`src/rtl/keyboard_cmd_fsm_pkg.sv`:
```
// rtl/keyboard_cmd_fsm_pkg.sv - key codes, state encodings and command type for the keyboard decoder
package kbd_cmd_pkg;

    localparam logic [7:0] KEY_PLAY    = 8'h45;
    localparam logic [7:0] KEY_STOP    = 8'h44;
    localparam logic [7:0] KEY_FWD     = 8'h46;
    localparam logic [7:0] KEY_BWD     = 8'h42;
    localparam logic [7:0] KEY_RESTART = 8'h52;
    localparam logic [7:0] KEY_UP      = 8'h55;
    localparam logic [7:0] KEY_DOWN    = 8'h4C;
    localparam logic [7:0] KEY_SPD_RST = 8'h54;

    localparam logic [7:0] KEY_LC_A  = 8'h61;
    localparam logic [7:0] KEY_LC_Z  = 8'h7A;
    localparam logic [7:0] CASE_MASK = 8'h20;

    // bit0 = direction (1 forward), bit1 = playing
    localparam logic [3:0] ST_STOP_BWD = 4'b0000;
    localparam logic [3:0] ST_STOP_FWD = 4'b0001;
    localparam logic [3:0] ST_PLAY_BWD = 4'b0010;
    localparam logic [3:0] ST_PLAY_FWD = 4'b0011;
    localparam int ST_DIR_BIT  = 0;
    localparam int ST_PLAY_BIT = 1;

    typedef logic [3:0] kbd_state_t;

    typedef struct packed {
        logic play;
        logic stop;
        logic fwd;
        logic bwd;
        logic rst;
        logic up;
        logic down;
        logic spd_rst;
    } kbd_cmd_t;

endpackage

```
`src/rtl/keyboard_cmd_fsm_if.sv`:
```
// rtl/keyboard_cmd_fsm_if.sv - key strobe input and player control outputs of the keyboard decoder
interface keyboard_cmd_fsm_if #(
    parameter int DIV_W = 16
);
    logic [7:0]       key_data;
    logic             key_valid;
    logic             forward_backward;
    logic             play_stop;
    logic             restart;
    logic [DIV_W-1:0] speed_div;
    logic [3:0]       state;

    modport master (
        output key_data, key_valid,
        input  forward_backward, play_stop, restart, speed_div, state
    );

    modport slave (
        input  key_data, key_valid,
        output forward_backward, play_stop, restart, speed_div, state
    );
endinterface

```
`src/rtl/keyboard_cmd_fsm_key_decode.sv`:
```
// rtl/keyboard_cmd_fsm_key_decode.sv - combinational ASCII to one-hot command decode with optional case fold
module kbd_key_decode
    import kbd_cmd_pkg::*;
#(
    parameter bit CASE_FOLD = 1'b1
) (
    input  logic [7:0] i_key_data,
    input  logic       i_key_valid,
    output kbd_cmd_t   o_cmd
);
    logic [7:0] w_key;

    always_comb begin
        w_key = i_key_data;
        if (CASE_FOLD && (i_key_data >= KEY_LC_A) && (i_key_data <= KEY_LC_Z))
            w_key = i_key_data & ~CASE_MASK;

        o_cmd = '0;
        if (i_key_valid) begin
            case (w_key)
                KEY_PLAY:    o_cmd.play    = 1'b1;
                KEY_STOP:    o_cmd.stop    = 1'b1;
                KEY_FWD:     o_cmd.fwd     = 1'b1;
                KEY_BWD:     o_cmd.bwd     = 1'b1;
                KEY_RESTART: o_cmd.rst     = 1'b1;
                KEY_UP:      o_cmd.up      = 1'b1;
                KEY_DOWN:    o_cmd.down    = 1'b1;
                KEY_SPD_RST: o_cmd.spd_rst = 1'b1;
                default:     o_cmd         = '0;
            endcase
        end
    end
endmodule

```
`src/rtl/keyboard_cmd_fsm.sv`:
```
// rtl/keyboard_cmd_fsm.sv - keyboard command FSM: play/direction state, restart pulse, speed divisor
module keyboard_cmd_fsm
    import kbd_cmd_pkg::*;
#(
    parameter int               DIV_W       = 16,
    parameter logic [DIV_W-1:0] DIV_DEFAULT = 16'd1136,
    parameter logic [DIV_W-1:0] DIV_MIN     = 16'd256,
    parameter logic [DIV_W-1:0] DIV_MAX     = 16'd4544,
    parameter logic [DIV_W-1:0] DIV_STEP    = 16'd64,
    parameter int               RESTART_CYC = 4,
    parameter bit               CASE_FOLD   = 1'b1
) (
    input  logic                      clk,
    input  logic                      reset_n,
    keyboard_cmd_fsm_if.slave         kbd_if
);
    localparam int CNT_W = $clog2(RESTART_CYC + 1);

    if (!((DIV_MIN <= DIV_DEFAULT) && (DIV_DEFAULT <= DIV_MAX) && (RESTART_CYC >= 1))) begin : g_param_check
        $error("keyboard_cmd_fsm: need DIV_MIN<=DIV_DEFAULT<=DIV_MAX and RESTART_CYC>=1");
    end

    kbd_cmd_t         w_cmd;
    kbd_state_t       r_state;
    kbd_state_t       w_next_state;
    logic [CNT_W-1:0] r_rst_cnt;
    logic [DIV_W-1:0] r_speed_div;
    logic [DIV_W-1:0] w_next_speed;
    logic [DIV_W:0]   w_dec;
    logic [DIV_W:0]   w_inc;

    kbd_key_decode #(
        .CASE_FOLD (CASE_FOLD)
    ) u_decode (
        .i_key_data  (kbd_if.key_data),
        .i_key_valid (kbd_if.key_valid),
        .o_cmd       (w_cmd)
    );

    always_comb begin
        w_next_state = r_state;
        if (w_cmd.play) w_next_state[ST_PLAY_BIT] = 1'b1;
        if (w_cmd.stop) w_next_state[ST_PLAY_BIT] = 1'b0;
        if (w_cmd.fwd)  w_next_state[ST_DIR_BIT]  = 1'b1;
        if (w_cmd.bwd)  w_next_state[ST_DIR_BIT]  = 1'b0;
    end

    // One extra bit exposes the borrow/carry so saturation never sees a wrapped value
    assign w_dec = {1'b0, r_speed_div} - {1'b0, DIV_STEP};
    assign w_inc = {1'b0, r_speed_div} + {1'b0, DIV_STEP};

    always_comb begin
        w_next_speed = r_speed_div;
        if (w_cmd.up)
            w_next_speed = (w_dec[DIV_W] || (w_dec < {1'b0, DIV_MIN})) ? DIV_MIN : w_dec[DIV_W-1:0];
        else if (w_cmd.down)
            w_next_speed = (w_inc > {1'b0, DIV_MAX}) ? DIV_MAX : w_inc[DIV_W-1:0];
        else if (w_cmd.spd_rst)
            w_next_speed = DIV_DEFAULT;
    end

    always_ff @(posedge clk or negedge reset_n) begin
        if (!reset_n) begin
            r_state     <= ST_STOP_FWD;
            r_rst_cnt   <= '0;
            r_speed_div <= DIV_DEFAULT;
        end else begin
            r_state     <= w_next_state;
            r_speed_div <= w_next_speed;
            if (w_cmd.rst)
                r_rst_cnt <= CNT_W'(RESTART_CYC);
            else if (r_rst_cnt != '0)
                r_rst_cnt <= r_rst_cnt - CNT_W'(1);
        end
    end

    assign kbd_if.state            = r_state;
    assign kbd_if.forward_backward = r_state[ST_DIR_BIT];
    assign kbd_if.play_stop        = r_state[ST_PLAY_BIT];
    assign kbd_if.restart          = (r_rst_cnt != '0);
    assign kbd_if.speed_div        = r_speed_div;
endmodule

```
`src/flat_wrapper.sv`:
```
// flat-port wrapper written by rule: the top's interface ports become plain ports
module keyboard_cmd_fsm_flat import kbd_cmd_pkg::*;
#(
    parameter int               DIV_W       = 16,
    parameter logic [DIV_W-1:0] DIV_DEFAULT = 16'd1136,
    parameter logic [DIV_W-1:0] DIV_MIN     = 16'd256,
    parameter logic [DIV_W-1:0] DIV_MAX     = 16'd4544,
    parameter logic [DIV_W-1:0] DIV_STEP    = 16'd64,
    parameter int               RESTART_CYC = 4,
    parameter bit               CASE_FOLD   = 1'b1
)
  (clk, reset_n, kbd_if_key_data, kbd_if_key_valid, kbd_if_forward_backward, kbd_if_play_stop, kbd_if_restart, kbd_if_speed_div, kbd_if_state);
  keyboard_cmd_fsm_if #(.DIV_W(DIV_W)) kbd_if_i ();
  input  logic clk;
  input  logic reset_n;
  input wire logic [$bits(kbd_if_i.key_data)-1:0] kbd_if_key_data;
  input wire logic [$bits(kbd_if_i.key_valid)-1:0] kbd_if_key_valid;
  output wire logic [$bits(kbd_if_i.forward_backward)-1:0] kbd_if_forward_backward;
  output wire logic [$bits(kbd_if_i.play_stop)-1:0] kbd_if_play_stop;
  output wire logic [$bits(kbd_if_i.restart)-1:0] kbd_if_restart;
  output wire logic [$bits(kbd_if_i.speed_div)-1:0] kbd_if_speed_div;
  output wire logic [$bits(kbd_if_i.state)-1:0] kbd_if_state;
  assign kbd_if_i.key_data = kbd_if_key_data;
  assign kbd_if_i.key_valid = kbd_if_key_valid;
  assign kbd_if_forward_backward = kbd_if_i.forward_backward;
  assign kbd_if_play_stop = kbd_if_i.play_stop;
  assign kbd_if_restart = kbd_if_i.restart;
  assign kbd_if_speed_div = kbd_if_i.speed_div;
  assign kbd_if_state = kbd_if_i.state;
  keyboard_cmd_fsm #(.DIV_W(DIV_W), .DIV_DEFAULT(DIV_DEFAULT), .DIV_MIN(DIV_MIN), .DIV_MAX(DIV_MAX), .DIV_STEP(DIV_STEP), .RESTART_CYC(RESTART_CYC), .CASE_FOLD(CASE_FOLD)) u_core (.clk(clk), .reset_n(reset_n), .kbd_if(kbd_if_i));
endmodule
```
`config.mk`:
```
export PLATFORM = sky130hd
export DESIGN_NAME = keyboard_cmd_fsm_flat
export DESIGN_NICKNAME = d
export VERILOG_FILES = /design/src/rtl/keyboard_cmd_fsm_pkg.sv /design/src/rtl/keyboard_cmd_fsm_if.sv /design/src/rtl/keyboard_cmd_fsm_key_decode.sv /design/src/rtl/keyboard_cmd_fsm.sv /design/src/flat_wrapper.sv
export SDC_FILE = /design/constraint.sdc
export NUM_CORES = 1
export LEC_CHECK = 0
export ABC_AREA = 1
export CAP_MARGIN = 20
export CORE_MARGIN = 4
export CORE_UTILIZATION = 30
export DETAILED_ROUTE_END_ITERATION = 8
export PLACE_DENSITY = 0.53
export SLEW_MARGIN = 20
export SYNTH_ARGS = -nofsm -noshare
export SYNTH_HDL_FRONTEND = slang
export SYNTH_HIERARCHICAL = 1
export SYNTH_SLANG_ARGS = --single-unit
```
`constraint.sdc`:
```
create_clock -name clk -period 5.6 [get_ports clk]
set_input_delay 1.12 -clock clk [delete_from_list [all_inputs] [get_ports clk]]
set_output_delay 1.12 -clock clk [all_outputs]
set_load 0.03 [all_outputs]
```
==> results of run 1 <==
==> worst register-to-register path, stage by stage, from the launching register on <==
cell	delay (ns)
dfstp_2	0.59
inv_1	0.15
ha_1	0.28
xnor2_1	0.26
nand2_1	0.09
nor2_1	0.17
nand3_1	0.11
o21bai_2	0.24
nand3_1	0.13
nand2_1	0.08
nand2_1	0.04
==> layer usage <==
layer,wire (um),global-route usage,share of wire
met2,1950,0.237,0.48
met1,1900,0.169,0.46
met4,60,0.0507,0.015
met3,175,0.0122,0.043
met5,0,0,0
==> report_power, final <==
part / leakage [uW] / internal (uW) / switching (uW)
sequential: 0.000194 / 142 / 30.4
clock: 0.0000288 / 62.3 / 38.7
combinational: 0.000661 / 97.1 / 159
total: 0.000884 / 302 / 228
==> cell families (layout without fill, tap and decap cells) <==
kind of cell	count (synthesis)	in the layout	share of synthesized area
compound gates	16	16	0.0566
xor+xnor	4	4	0.0217
fa+ha+maj	5	5	0.0388
buf+inv	44	61	0.130
flops	16	16	0.251
other cells	1	6	0.00232
simple gates	179	179	0.499
==> final cells by class <==
cell class	count	area (um^2)	share of cell area
Inverter	30	113	0.0578
Multi-Input combinational cell	210	1020	0.522
Timing Repair Buffer	27	270	0.139
Tap cell	70	87.6	0.0450
Clock buffer	4	55.1	0.0283
Sequential cell	16	405	0.208
==> final timing paths <==
check / slack (ns) / start / to
setup / recovery: 2.47 / kbd_if_key_data[1] / u_core/kbd_if.speed_div[8]
max in group asynchronous: 3.84 / reset_n / u_core/kbd_if.speed_div[9]
setup reg to reg: 3.40 / u_core/kbd_if.speed_div[6] / u_core/kbd_if.speed_div[4]
min in group asynchronous: 1.30 / reset_n / u_core/kbd_if.state[1]
hold / removal: 0.48 / u_core/kbd_if.speed_div[4] / u_core/kbd_if.speed_div[4]
hold reg to reg: 0.48 / u_core/kbd_if.speed_div[4] / u_core/kbd_if.speed_div[4]
==> per-stage QoR <==
stage / instances / cell area (um^2) / hold WS [ns]
after global routing: 357 / 1950 / 0.489
final: 357 / 1950 / 0.483
after floorplan: 270 / 1630 / 0.453
after detailed placement: 353 / 1890 / 0.474
after CTS: 357 / 1950 / 0.485
after global placement: 353 / 1890 / 0.473
==> Yosys cell counts <==
cell / instances / area, um^2
o21ai_1: 1 / 5.00
dfstp_2: 4 / 105
o21bai_2: 1 / 11.3
nor3_1: 2 / 10.0
nand3b_1: 1 / 7.51
clkbuf_2: 1 / 5.00
inv_2: 3 / 11.3
nand2_1: 75 / 282
xor2_1: 2 / 17.5
buf_2: 2 / 10.0
xnor2_1: 2 / 17.5
buf_4: 11 / 82.6
nor2_4: 2 / 22.5
nor2_1: 46 / 173
nand2_4: 2 / 22.5
nand4_1: 5 / 31.3
o21ai_0: 8 / 40.0
conb_1: 1 / 3.75
or2_0: 1 / 6.26
inv_1: 27 / 101
ha_1: 5 / 62.6
nor2_2: 9 / 56.3
nand3_2: 2 / 20.0
nand2_2: 3 / 18.8
nand3_1: 30 / 150
and2_1: 1 / 6.26
dfrtp_1: 12 / 300
o21bai_1: 2 / 15.0
a21oi_1: 4 / 20.0
==> flip-flops by register name (all words and copies together), names as in the netlist <==
| name | flops |
|---|---|
| u_core/kbd_if.speed_div | 11 |
| u_core/r_rst_cnt | 3 |
| u_core/kbd_if.state | 2 |
==> out/results.txt, run 1 <==
status: finished clean
CP Class: input pin to flip-flop
Worst path max stage delay: 0.52 ns
Critical Path Slowest Stage Cell: clkdlybuf4s50_1
drt total wl: 4090 um
Die Span X: 81.4 um
Synth Cell Area: 1610 um^2
Post-route DRC: 0
Buf/Inv on CP: 4
Rows: 26
clock latency on the worst-skew pair: 0.24 ns
clock tree from TritonCTS: yes
PwrDens: 272 nW/um^2
setup bufs post-CTS: 0
Worst Reg-to-Reg Cells: 10
CP Data Required Time: 5.73 ns
Port Buffers: 27
clock buffer depth: 2
syn avg cell area: 6.09 um^2
DRT Pass-1 Iters: 4
Fillers: 561
vias in the first global route: 1601
Final Setup Violations: 0
MaxCap Viol Count: 0
drt wl/cell: 11.4 um
Initial DRC Count: 79
hold depth: 2
register area share after synthesis: 0.251
crit path max fanout: 10
NumNets Final: 304
Yosys reg bits: 16
die height: 81.4 um
post-cts resize count: 0
final hold vios: 0
gr ovfl total: 0
Layout Skew: 0.00273 ns
DIE AREA: 6620 um^2
largest net degree at the start of global routing: 17
CP dominant cell by count: nor2_1
clock slew at reported path FFs: 0.06 ns
CTS Sinks: 16
commonest non-fill, non-tap cell in the layout: nand2_1
IO Pins: 34
Total Routing Usage GR: 0.135
Worst-Margin Slew: 0.717 ns
Design Power: 530 uW
H-tree depth: 1
layout cells sized above 1: 0.105
Stages on worst setup path: 15
max-slew violations: 0
final worst path period share: 0.559
hold buffers post-CTS: 0
Mapped Cells: 265
vias: 1645
CORE AREA: 5170 um^2
RSZ-0062 raised after global routing: no
delay-heaviest family, CP: simple AND/OR/NAND/NOR gates
final worst slack: 2.47 ns
number of routed nets with antenna violations: 0
synth-to-layout area growth: 20.7%
Distinct cells, synth: 29
post-detail-place hpwl: 3380 um
Root Driver: clkbuf_8
maximum clock frequency: 319 MHz
commonest cells after routing, fill and taps aside: 75 x nand2_1, 46 x nor2_1, 30 x nand3_1, 27 x clkdlybuf4s50_1, 27 x inv_1
first-pass GRT wire length: 7080 um
gpl congestion: 0.902
Initial Utilization: 0.312
Setup WS pre-CTS: 2.24 ns
Vias/cell: 4.61
Setup crit end kind: flip-flop
Util after Layout: 0.377
VDD IR-drop max: 156 uV
Syn. warnings: 6
CP Cell Sequence: clkdlybuf4s50_1 > inv_2 > nor2_2 > nand2_1 > nand2_1 > nand3_2 > nand2_4 > nand2_2 > nor2_1 > nor2_1 > inv_1 > nor2_2 > inv_1 > nor2_1 > o21bai_1
startpoint types: input pin
final setup TNS: 0 ns
initial antenna violation count: 0
post-layout minimum cycle time: 3.13 ns
Diodes inserted: 0
worst rel slew slack: 0.521
P_leak: 0.000884 uW
CTS Buf Count: 3
CP arrival: 3.26 ns
Min-Delay Path Class: flip-flop to flip-flop
Power figures use the tool's default switching activity.
==> run 2, diff against run 1 <==
clock period = 3 ns   (was 5.6 ns; I/O delays follow)
==> run 2 against run 1 <==
Effect of this change: die area did not move; core utilization rose by 0.29 points; largest power group unchanged; critical endpoint is now u_core/kbd_if.speed_div[15]; largest cell class unchanged; register-to-register slack got worse by 2.6 ns; sequential power rose by 87%; critical path type unchanged.
==> out/results.txt, run 2 (synthesized netlist as in run 1, its figures left out) <==
status: finished clean
delay-heaviest family, CP: buffers and inverters
Cell Area, Placed: 1910 um^2 (+0.79%)
die height: 81.4 um (unchanged)
post-cts resize count: 0 (unchanged)
final hold vios: 0 (unchanged)
Die Span X: 81.4 um (unchanged)
crit path max fanout: 9 (-1)
gpl congestion: 0.855 (-5.2%)
hold buffers post-CTS: 0 (unchanged)
Post-route DRC: 0 (unchanged)
Min-Delay Path Class: flip-flop to flip-flop
post-layout minimum cycle time: 2.37 ns
Vias/cell: 4.55 (-1.3%)
CTS Sinks: 16 (unchanged)
vias: 1632 (-0.79%)
final setup TNS: 0 ns (unchanged)
Total Routing Usage GR: 0.134 (-0.000524)
Worst path max stage delay: 0.48 ns (-0.04 ns)
first-pass GRT wire length: 6980 um (-1.5%)
CP arrival: 2.54 ns (-0.72 ns)
RSZ-0062 raised after global routing: no
Port Buffers: 27 (unchanged)
max-slew violations: 0 (unchanged)
Fillers: 590 (+5.2%)
largest net degree at the start of global routing: 17 (unchanged)
CP Data Required Time: 3.17 ns (-2.56 ns)
footprint of the multi-input gates: 1020 um^2 (unchanged)
post-detail-place hpwl: 3410 um (+1.0%)
H-tree depth: 1 (unchanged)
Critical Path Slowest Stage Cell: clkdlybuf4s50_1
Largest register FFs: 11 (unchanged)
Rows: 26 (unchanged)
layout cells sized above 1: 0.111 (+0.00620)
clock tree from TritonCTS: yes
Root Driver: clkbuf_8
IO Pins: 34 (unchanged)
CORE AREA: 5170 um^2 (unchanged)
worst rel slew slack: 0.521 (+0.000652)
startpoint types: input pin
commonest cells after routing, fill and taps aside: 75 x nand2_1, 46 x nor2_1, 30 x nand3_1, 27 x clkdlybuf4s50_1, 27 x inv_1
commonest non-fill, non-tap cell in the layout: nand2_1
CP Class: input pin to flip-flop
drt wl/cell: 11.5 um (+0.78%)
critical hold path startpoint: u_core/kbd_if.speed_div[4]
Initial Utilization: 0.312 (unchanged)
crit path from: kbd_if_key_data[3]
clock buffer depth: 2 (unchanged)
Diodes inserted: 0 (unchanged)
Final Setup Violations: 0 (unchanged)
clock slew at reported path FFs: 0.06 ns (about the same)
worst hold slack: 0.481 ns (-0.00211 ns)
VDD IR-drop max: 326 uV (+110%)
MaxCap Viol Count: 0 (unchanged)
Reg area: 405 um^2 (unchanged)
Layout Skew: 0.00319 ns (+0.000458 ns)
post-layout instance area: 1960 um^2 (+0.77%)
P_leak: 0.000894 uW (+1.1%)
CTS Buf Count: 3 (unchanged)
NumNets Final: 306 (+0.66%)
maximum clock frequency: 422 MHz
Worst-Margin Slew: 0.716 ns (-0.000975 ns)
Buf/Inv on CP: 4 (unchanged)
Setup crit end kind: flip-flop
gr ovfl total: 0 (unchanged)
number of routed nets with antenna violations: 0 (unchanged)
vias in the first global route: 1591 (-0.62%)
Initial DRC Count: 57 (-28%)
Reg-to-Reg Start: u_core/kbd_if.speed_div[6]
DIE AREA: 6620 um^2 (unchanged)
PwrDens: 505 nW/um^2 (+86%)
DRT Pass-1 Iters: 4 (unchanged)
initial antenna violation count: 0 (unchanged)
CP Cell Sequence: clkdlybuf4s50_1 > nor2_1 > nand2_1 > nand2_1 > nand2_1 > nand3_2 > nand2_4 > nand2_2 > nor2_1 > buf_4 > nor2_1 > inv_1 > nor2_2 > buf_4 > a21oi_1 > a21oi_1
setup bufs post-CTS: 0 (unchanged)
synth-to-layout area growth: 21.6%
Design Power: 992 uW (+87%)
final worst path period share: 0.790
drt total wl: 4140 um (+1.3%)
clock latency on the worst-skew pair: 0.25 ns (about the same)
## run 2: per-stage QoR
stage,utilization,std cells,setup slack [ns]
finish,0.380,359,0.629
global route,0.380,359,0.447
CTS,0.380,359,0.637
detailed placement,0.369,355,0.376
global placement,0.369,355,0.423
floorplan,-,270,0.996
## run 2: final timing paths
path / cells after the start / end / slack (ns)
max: 16 / u_core/kbd_if.speed_div[15] / 0.63
min: 2 / u_core/kbd_if.speed_div[4] / 0.48
min reg2reg: 2 / u_core/kbd_if.speed_div[4] / 0.48
max reg2reg: 10 / u_core/kbd_if.speed_div[6] / 0.82
min in group asynchronous: 1 / u_core/kbd_if.state[1] / 0.78
max in group asynchronous: 1 / u_core/kbd_if.speed_div[14] / 1.77
## run 2: report_power, final
group | switching [uW] | total, uW | internal (uW) | leakage, uW
registers | 57.8 | 323 | 265 | 0.000194
clock network | 73.1 | 189 | 116 | 0.0000288
logic | 298 | 480 | 181 | 0.000670
total | 429 | 992 | 563 | 0.000894
## run 2: worst reg2reg max path, cell delays in order, from the launching register on
cell      delay, ns
dfstp_2        0.60
inv_1          0.15
ha_1           0.29
xnor2_1        0.26
nand2_1        0.08
nor2_1         0.16
nand3_1        0.11
o21bai_2       0.24
nand2_1        0.10
nand3_1        0.07
nand2_1        0.05
## run 2: routing by layer
metal / track usage / routed length (um) / vias up
met2: 0.234 / 2010 / 27
met3: 0.0133 / 79 / 4
met4: 0.0473 / 42 / 0
met1: 0.171 / 2010 / 732
met5: 0 / 0 / -
li1: - / - / 869
## run 2: final cells by class
class                      count  area share
clock buffer                   4      0.0280
inverter                      30      0.0574
multi-input combinational    210       0.518
sequential                    16       0.207
tap                           70      0.0446
timing repair buffer          29       0.145
==> run 3, diff against run 2 <==
PLACE_DENSITY = 0.55   (was 0.53)
clock period = 2 ns   (was 3 ns; I/O delays follow)
==> run 3 against run 2 <==
Effect of this change: final area increased by 19%; non-clock buffer count increased by 34; power increased by 63%; clock skew increased by 0.0036 ns; critical endpoint is now kbd_if_speed_div[11]; largest power group unchanged.
==> out/results.txt, run 3 (synthesized netlist as in run 1, its figures left out) <==
status: finished clean
Util after Layout: 0.451 (+0.0711)
Diodes inserted: 0 (unchanged)
synth-to-layout area growth: 44.4%
MaxCap Viol Count: 0 (unchanged)
Design Power: 1610 uW (+63%)
clock latency on the worst-skew pair: 0.25 ns (about the same)
commonest non-fill, non-tap cell in the layout: nand2_1
maximum clock frequency: 517 MHz
NumNets Final: 340 (+11%)
Setup crit end kind: output port
hold buffers post-CTS: 0 (unchanged)
Initial DRC Count: 48 (-16%)
DIE AREA: 6620 um^2 (unchanged)
Reg-to-Reg Start: u_core/kbd_if.speed_div[6]
Final Setup Violations: 0 (unchanged)
number of routed nets with antenna violations: 0 (unchanged)
delay-heaviest family, CP: buffers and inverters
gpl congestion: 0.862 (+0.81%)
initial antenna violation count: 0 (unchanged)
setup slack, reg-to-reg: 0.09 ns (-0.73 ns)
P_leak: 0.00115 uW (+29%)
Power Internal: 915 uW (+62%)
RSZ-0062 raised after global routing: yes
clock slew at reported path FFs: 0.07 ns (about the same)
Largest register FFs: 11 (unchanged)
gr ovfl total: 0 (unchanged)
final hold vios: 0 (unchanged)
Critical Path Slowest Stage Cell: clkdlybuf4s50_1
commonest cells after routing, fill and taps aside: 73 x nand2_1, 35 x buf_4, 35 x nor2_1, 26 x inv_1, 26 x nand3_1
Combinational Power Share: 0.527 (+0.044)
Die Span X: 81.4 um (unchanged)
CTS Buf Count: 3 (unchanged)
Port Buffers: 27 (unchanged)
Initial Utilization: 0.312 (unchanged)
Post-route DRC: 0 (unchanged)
CTS Sinks: 16 (unchanged)
Rows: 26 (unchanged)
DRT Pass-1 Iters: 4 (unchanged)
sw power: 698 uW (+63%)
CP Class: flip-flop to output port
max-slew violations: 0 (unchanged)
first-pass GRT wire length: 7220 um (+3.5%)
VDD IR-drop max: 526 uV (+61%)
Stages on worst setup path: 1 (-15)
clock share of power: 0.180 (-0.011)
CORE AREA: 5170 um^2 (unchanged)
CP Cell Sequence: clkdlybuf4s50_1
Worst path max stage delay: 0.74 ns (+0.26 ns)
sequential power share: 0.293 (-0.033)
post-layout minimum cycle time: 1.94 ns
startpoint types: flip-flop
Vias/cell: 4.50 (-0.93%)
setup bufs post-CTS: 0 (unchanged)
clock tree from TritonCTS: yes
final worst path period share: 0.968
Worst Reg-to-Reg Cells: 10 (unchanged)
CP arrival: 1.54 ns (-1.00 ns)
clock buffer depth: 2 (unchanged)
Total Routing Usage GR: 0.137 (+0.00234)
sw frac: 0.433 (+0.000478)
post-detail-place hpwl: 3630 um (+6.5%)
layout cells sized above 1: 0.272 (+0.162)
final setup TNS: 0 ns (unchanged)
vias: 1770 (+8.5%)
Setup crit end: kbd_if_speed_div[11]
H-tree depth: 1 (unchanged)
crit path from: u_core/kbd_if.speed_div[11]
CP Data Required Time: 1.60 ns (-1.57 ns)
crit path max fanout: 9 (unchanged)
Layout Skew: 0.00674 ns (+0.00356 ns)
drt wl/cell: 11.3 um (-2.4%)
IO Pins: 34 (unchanged)
die height: 81.4 um (unchanged)
drt total wl: 4420 um (+6.8%)
Buf/Inv on CP: 1 (-3)
vias in the first global route: 1658 (+4.2%)
Min-Delay Path Class: input pin to asynchronous set/reset pin
FF-to-FF End: u_core/kbd_if.speed_div[12]
Root Driver: clkbuf_8
PwrDens: 692 nW/um^2 (+37%)
largest net degree at the start of global routing: 17 (unchanged)
[run 3: per-stage QoR]
step                cell area (um^2)  cells  worst slack, ns  hold slack, ns
floorplan                       1630    270           0.0573           0.104
global placement                2180    389           -0.331           0.472
detailed placement              2180    389           -0.378           0.483
CTS                             2240    393          0.00316           0.465
global route                    2330    393          -0.0360           0.483
finish                          2330    393           0.0647           0.462
[run 3: how the worst min path moves through the flow]
stage | startpoint | end | slack [ns] | cells after the start
5_1_grt | reset_n | u_core/kbd_if.state[1] | 0.48 | 2
4_1_cts | reset_n | u_core/kbd_if.state[1] | 0.46 | 2
3_5_place_dp | u_core/kbd_if.state[0] | u_core/kbd_if.state[0] | 0.48 | 2
6_report | reset_n | u_core/kbd_if.state[1] | 0.46 | 2
3_3_place_gp | u_core/r_rst_cnt[1] | u_core/r_rst_cnt[1] | 0.47 | 2
2_1_floorplan | reset_n | u_core/kbd_if.speed_div[11] | 0.10 | 0
[run 3: what timing repair did]
action                                  4_1_cts  5_1_grt
endpoints found under the setup margin       10       13
hold endpoints to repair                      0        0
pin swaps                                     1        6
gates resized for setup                       8       28
[run 3: worst reg2reg max path: cells and delay by family, from the launching register on]
kind,cells,cell delay [ns]
compound gates,1,0.18
fa+ha+maj,1,0.18
flops,1,0.56
simple gates,8,0.85
[run 3: routing by layer]
metal,global-route usage,share of wire,vias to the layer above
li1,-,-,928
met3,0.0177,0.037,4
met4,0.0389,0.0070,0
met1,0.171,0.46,808
met5,0,0,-
met2,0.243,0.50,30
[run 3: area by class of cell]
type                       instances  area [um^2]
inverter                          30          113
fill                             555         2840
tap                               70         87.6
multi-input combinational        210         1100
timing repair buffer              63          564
clock buffer                       4         55.1
sequential                        16          407
[run 3: power by group through the flow]
stage	registers, uW	clock network [uW]	logic [uW]
after CTS	469	306	809
after global routing	488	318	944
after floorplan	514	0	486
after detailed placement	474	0	810
after global placement	474	0	805
final	473	290	849
